**config.mk**
```make
export PLATFORM = sky130hd
export DESIGN_NAME = multicycle_proc
export DESIGN_NICKNAME = d
export VERILOG_FILES = /design/src/rtl/multicycle_proc.sv
export SDC_FILE = /design/constraint.sdc
export NUM_CORES = 1
export LEC_CHECK = 0
export ABC_CLOCK_PERIOD_IN_PS = 5800
export CAP_MARGIN = 15
export CORE_MARGIN = 2
export CORE_UTILIZATION = 52
export DETAILED_ROUTE_END_ITERATION = 12
export PLACE_DENSITY = 0.87
export SLEW_MARGIN = 20
export SYNTH_ARGS = -nofsm -noshare
export SYNTH_HDL_FRONTEND = slang
export SYNTH_SLANG_ARGS = --single-unit
```
**constraint.sdc**
```tcl
create_clock -name CLK -period 5.8 [get_ports CLK]
set_clock_uncertainty 0.2 [all_clocks]
set_input_delay 1.16 -clock CLK [delete_from_list [all_inputs] [get_ports CLK]]
set_output_delay 1.16 -clock CLK [all_outputs]
set_load 0.02 [all_outputs]
```
**src/rtl/multicycle_proc.sv**
```systemverilog
// Multi-cycle AR/T/I/J core: req/ack fetch, FETCH/DECODE/EXEC/WB sequencing.
// Define PROC_BRANCH_ZERO_EN to add the BZ (branch if register zero) opcode.
module multicycle_proc #(
    parameter int DATA_W = 32,
    parameter int PC_W   = 16
) (
    input  logic            CLK,
    input  logic            RESET,
    input  logic [PC_W-1:0] startPC,
    output logic            imem_req,
    output logic [PC_W-1:0] imem_addr,
    input  logic [31:0]     imem_rdata,
    input  logic            imem_ack,
    output logic            retire,
    output logic            halted,
    output logic            illegal,
    output logic [PC_W-1:0] dbg_pc
);
    typedef enum logic [2:0] {
        S_FETCH, S_DECODE, S_EXEC, S_WB, S_HALT
    } state_t;

    localparam logic [4:0] OP_AR   = 5'b00000;
    localparam logic [4:0] OP_T    = 5'b00001;
    localparam logic [4:0] OP_I    = 5'b00010;
    localparam logic [4:0] OP_J    = 5'b00011;
    localparam logic [4:0] OP_BZ   = 5'b00100;
    localparam logic [4:0] OP_HALT = 5'b11111;

    state_t            state_q, state_d;
    logic [PC_W-1:0]   pc_q, pc_d;
    logic [31:0]       ir_q, ir_d;
    logic [DATA_W-1:0] a_q, a_d;
    logic [DATA_W-1:0] b_q, b_d;
    logic [DATA_W-1:0] res_q, res_d;
    logic [DATA_W-1:0] rf_q [16];
    logic [DATA_W-1:0] rf_d [16];

    logic [4:0]        opcode;
    logic [3:0]        func, rs1, rs2, rd_ar;
    logic              is_ar, is_t, is_i, is_j, is_bz, is_halt;
    logic              illegal_instr;
    logic [DATA_W-1:0] imm_ext, alu_r;
    logic [PC_W-1:0]   jmp_off, br_off;
    logic              req_c, retire_c, halted_c, illegal_c;

    // For T and I the destination shares the rs1 field position.
    assign opcode  = ir_q[31:27];
    assign func    = ir_q[26:23];
    assign rs1     = ir_q[22:19];
    assign rs2     = ir_q[18:15];
    assign rd_ar   = ir_q[14:11];
    assign imm_ext = DATA_W'($signed(ir_q[18:0]));
    assign jmp_off = PC_W'($signed(ir_q[22:0]));
    assign br_off  = PC_W'($signed(ir_q[18:0]));

    assign is_ar   = (opcode == OP_AR);
    assign is_t    = (opcode == OP_T);
    assign is_i    = (opcode == OP_I);
    assign is_j    = (opcode == OP_J);
    assign is_halt = (opcode == OP_HALT);
`ifdef PROC_BRANCH_ZERO_EN
    assign is_bz   = (opcode == OP_BZ);
`else
    assign is_bz   = 1'b0;
`endif

    assign illegal_instr =
        !(is_ar || is_t || is_i || is_j || is_halt || is_bz) ||
        ((is_ar || is_i) && (func > 4'd8));

    always_comb begin
        alu_r = a_q;
        case (func)
            4'd0: alu_r = a_q + b_q;
            4'd1: alu_r = a_q - b_q;
            4'd2: alu_r = a_q & b_q;
            4'd3: alu_r = a_q | b_q;
            4'd4: alu_r = a_q ^ b_q;
            4'd5: alu_r = ~(a_q | b_q);
            4'd6: alu_r = {{(DATA_W-1){1'b0}},
                           ($signed(a_q) < $signed(b_q))};
            4'd7: alu_r = a_q << b_q[4:0];
            4'd8: alu_r = a_q >> b_q[4:0];
            default: alu_r = a_q;
        endcase
    end

    always_comb begin
        state_d   = state_q;
        pc_d      = pc_q;
        ir_d      = ir_q;
        a_d       = a_q;
        b_d       = b_q;
        res_d     = res_q;
        rf_d      = rf_q;
        req_c     = 1'b0;
        retire_c  = 1'b0;
        halted_c  = 1'b0;
        illegal_c = 1'b0;
        case (state_q)
            S_FETCH: begin
                req_c = 1'b1;
                if (imem_ack) begin
                    ir_d    = imem_rdata;
                    state_d = S_DECODE;
                end
            end
            S_DECODE: begin
                a_d     = rf_q[rs1];
                b_d     = is_ar ? rf_q[rs2] : imm_ext;
                state_d = S_EXEC;
            end
            S_EXEC: begin
                res_d   = is_t ? b_q : alu_r;
                state_d = is_halt ? S_HALT : S_WB;
            end
            S_WB: begin
                if (is_ar) rf_d[rd_ar] = res_q;
                if (is_t || is_i) rf_d[rs1] = res_q;
                pc_d = pc_q + PC_W'(1);
                if (is_j) pc_d = pc_q + PC_W'(1) + jmp_off;
                if (is_bz && (a_q == '0)) pc_d = pc_q + PC_W'(1) + br_off;
                retire_c  = 1'b1;
                illegal_c = illegal_instr;
                state_d   = S_FETCH;
            end
            S_HALT: halted_c = 1'b1;
            default: state_d = S_FETCH;
        endcase
    end

    always_ff @(posedge CLK) begin
        if (RESET) begin
            state_q <= S_FETCH;
            pc_q    <= startPC;
            ir_q    <= '0;
            a_q     <= '0;
            b_q     <= '0;
            res_q   <= '0;
            for (int k = 0; k < 16; k++) rf_q[k] <= '0;
        end else begin
            state_q <= state_d;
            pc_q    <= pc_d;
            ir_q    <= ir_d;
            a_q     <= a_d;
            b_q     <= b_d;
            res_q   <= res_d;
            rf_q    <= rf_d;
        end
    end

    // Outputs are forced low while RESET is held, independent of state.
    assign imem_req  = req_c & ~RESET;
    assign retire    = retire_c & ~RESET;
    assign halted    = halted_c & ~RESET;
    assign illegal   = illegal_c & ~RESET;
    assign imem_addr = pc_q;
    assign dbg_pc    = pc_q;
endmodule

```
**Word level (Yosys, flattened, before mapping)**

Index checks and enable logic that the tools add are counted.

- Add/subtract/negate cells: 2
- Multiply operators: 0
- Divide/modulo/power cells: 0
- Magnitude comparators: 1
- Eq/ne operators: 9
- Shift operators: 0
- Muxes and demuxes: 10
- Bitwise logic cells: 6
- Reductions and logical operators: 13

Operator list:

| operator | count |
|---|---|
| $mux 16 | 3 |
| $add 16x1->16 const B | 1 |
| $add 16x16->16 | 1 |
| $pmux 3 s4 | 1 |
| $eq 5x2->1 const B | 2 |
| $eq 3x2->1 const B | 2 |
| $logic_or 1x1->1 | 6 |
| $mux 3 | 2 |
| $eq 5x1->1 const B | 1 |
| $eq 5x5->1 const B | 1 |
| $logic_not 5->1 | 1 |
| $and 1x1->1 | 4 |
| $gt 4x4->1 const B | 1 |
| $mux 1 | 4 |
| $reduce_and 2->1 | 2 |
| $eq 3x1->1 const B | 1 |
| $eq 3x3->1 const B | 1 |
| $logic_not 3->1 | 1 |
| $ne 2x2->1 const B | 1 |
| $not 1->1 | 2 |
| $reduce_bool 2->1 | 1 |
| $logic_and 1x1->1 | 1 |
| $logic_not 1->1 | 1 |

- Register bits after elaboration: 51
- Latch bits: 0
- RAM bits: 0
- ROM bits: 0
- Input port bits: 51
- Output and inout bits: 36
- Logic and storage cells: 44
- Memories kept: 0

**Longest topological paths before layout**

- Word-level depth: 9
- Depth in mapped cells: 13
- Depth with buffers taken out: 13

**Least setup slack after synthesis**

Ideal clock, no wire load.

- Kind: input to output
- Start: in RESET
- End: out illegal
- Arrival time: 2.371 ns
- Data required time: 4.440 ns
- Path slack: 2.069 ns
- Stages: 4
- Path buffers: 1
- Cell sequence: clkbuf_1 nor3_1 nand2_1 a21oi_1

- Longest elaborated chain between the ends: 2

Ends and longest elaborated chain:

| item | RTL line | source |
|---|---|---|
| from (decl) | 8 | `input logic RESET,` |
| $not 1->1 | 157 | `assign illegal = illegal_c & ~RESET;` |
| $and 1x1->1 | 157 |  |
| to (decl) | 16 | `output logic illegal,` |

Every way passes these cells.

**Worst setup path after layout**

Same ends and word-level chain as after synthesis.

==> metrics.txt <==
Tmin final=4.158 ns; cells along the critical path=clkdlybuf4s50_1 -> nor3_1 -> nand2_1 -> a21oi_1 -> clkdlybuf4s50_1; crit-path most repeated cell=clkdlybuf4s50_1; VDD IR-drop max=178.1 uV; EDFF count, synth=16; Cell variety after synth=48; Finish-stage setup viols=0; final hold slack=0.2594 ns; drt first pass iters=4; Top FF cell, synth=dfxtp_1; CP Capture Type=output pin; hpwl dp=5.255 mm; CP required=4.44 ns; H-tree depth=2; worst hold path type=flop to flop; Leak=0.001456 uW; Util after Layout=0.6884; Synth area leaders=dfxtp_1 19%, edfxtp_1 16%, nand2_1 9.4%; fmax=240.5 MHz; dpl cells=480; drt wl/cell=14.13 microns; PortBufs=79; core footprint=5473 sq um; Critical Path AT=2.80 ns; FF-to-FF Start=dbg_pc[0]; top post-synthesis cells by count=74 x nand2_1, 44 x a21oi_1, 28 x dfxtp_1, 23 x nor2_1, 20 x ha_1; Synth area leader=dfxtp_1; CTS tree=built; I/O pin cnt=87; Initial Util=0.5384; Worst-Margin Slew=0.6913 ns; RSZ-0062 raised after global routing=no; asr flop ratio synth=0; status=finished clean; DRC viols=0; Seq/Total Area, Yosys=0.3533; Final nets=488; DR iter-0 viols=165; Critical Path Max Stage Delay=0.62 ns; Sum Neg Setup Slack=0 ns; final WL=6.911 mm; Final Max Slew Viols=0; hold_buf cts=0; Worst-Skew Late Latency=0.30 ns; Inserted Diodes=0; Yosys reg bits=44; CP max stage cell=clkdlybuf4s50_1; cts bufs inserted=5; count leader, synth=nand2_1; Synth warnings=0; crit path kind=input pin to output pin; clk buf depth=2; WHS Path Cells=2; share of the synthesized area in the top cell type=0.1902; Post-CTS Setup Bufs=0; non-filler instance count after layout=489; net count after synthesis=431; root buffer cell=clkbuf_8; largest net degree at the start of global routing=49; CP Buf/Inv Count=2; clock transition at the registers of the reported paths=0.08 ns; Max-Cap Viols=0; Synth Area per Inst=8.208 sq um; Cells after Synth=359; CP delay by family, top=buffers and inverters; pwr dens=223.2 nW/um^2; R2R Path End=dbg_pc[15]; die width=79.28 microns; via count=2687; die area=6285 sq um; total gr overflow=0; # resized after CTS=0; Mapped Area=2947 sq um; Final Cycle Share=0.7169; vias in the first global route=2505; chip height=79.28 microns; area delta synth->final=27.86%; internal reg-to-reg setup slack=2.13 ns; critical-path maximum fanout=4; Final Hold Fails=0; max_slew headroom=0.5391; Register-to-Register Path Depth=12; CP Launch Type=input pin; gr usage total=0.2257; antenna violations before repair=0; Vias/cell=5.495; Rows=27; layout cell share with drive strength beyond 1=0.05036; first-pass GRT wire length=11.39 mm; Final ANT Viol Nets=0; hold path endpoint=ir_q[26]; CTS sink cnt=44; hold_sp=ir_q[26]; gp weighted congestion=0.8415
-- layout make-up --
class,count,area (sq um)
flip-flops and latches,44,1041
clock buffers,6,72.57
fillers,458,1705
repair buffers,82,817.0
inverters,6,22.52
clock inverters,2,12.51
multi-input cells,277,1712
well taps,72,90.09
-- flip-flops by register name (all words and copies together), names as in the netlist --
signal / count
dbg_pc: 16
ir_q: 25
state_q: 3
-- layer usage --
| layer | vias up | part of all wire | track usage |
|---|---|---|---|
| li1 | 1358 | - | - |
| met1 | 1235 | 0.45 | 0.3040 |
| met2 | 90 | 0.49 | 0.3907 |
| met3 | 4 | 0.055 | 0.03068 |
| met4 | 0 | 0.0067 | 0.04138 |
| met5 | - | 0 | 0 |
-- tightest hold or removal path: stages (launching register included) --
cell and delay (ns):
dfxtp_1 0.31, nand2_1 0.05, a21oi_1 0.05
-- cell families (layout without fill, tap and decap cells) --
family                     Yosys count  in the layout  synth area share
and+or+nand+nor                    143            143            0.2174
buffers and inverters               38             96           0.06879
adders and majority gates           21             21           0.09172
AOI/OAI and AO/OA                   85             85            0.1796
DFF                                 44             44            0.3533
xor gates and xnor gates            25             25           0.07431
muxes                                3              3           0.01486
-- worst max-delay path by stage --
stage	start	endpoint	slack, ns	cells after the start
after global routing	RESET	illegal	1.56	5
after global placement	RESET	illegal	1.69	5
after CTS	RESET	illegal	1.64	5
final	RESET	illegal	1.64	5
after floorplan	RESET	illegal	2.07	4
after detailed placement	RESET	illegal	1.64	5
-- through the flow --
stage          setup WS [ns]  total power [uW]  cell area [sq um]
2_1_floorplan          2.069             565.3               2947
6_report               1.642             840.7               3767
5_1_grt                1.561             890.7               3767
3_3_place_gp           1.689             646.3               3671
3_5_place_dp           1.639             656.9               3671
4_1_cts                1.638             840.0               3756
-- layout by cell type, fill, tap and decap left out, types with 7 or more instances in the layout --
cell             count
dfxtp_1             28
nand2_1             74
xnor2_1             14
a21o_1               7
nor2_1              23
a21oi_1             44
ha_1                20
clkdlybuf4s50_1     79
o21ai_0             12
nor3_1              12
xor2_1              11
nand3_1             14
edfxtp_1            16
-- power by group --
| part | internal, uW | leakage (uW) | total (uW) | switching, uW |
|---|---|---|---|---|
| logic | 134 | 0.00103 | 283 | 148 |
| clock network | 84.2 | 0.0000412 | 185 | 101 |
| registers | 348 | 0.000385 | 373 | 25.2 |
| total | 566 | 0.00146 | 841 | 275 |
No activity file was read; power rests on OpenSTA's default activity.
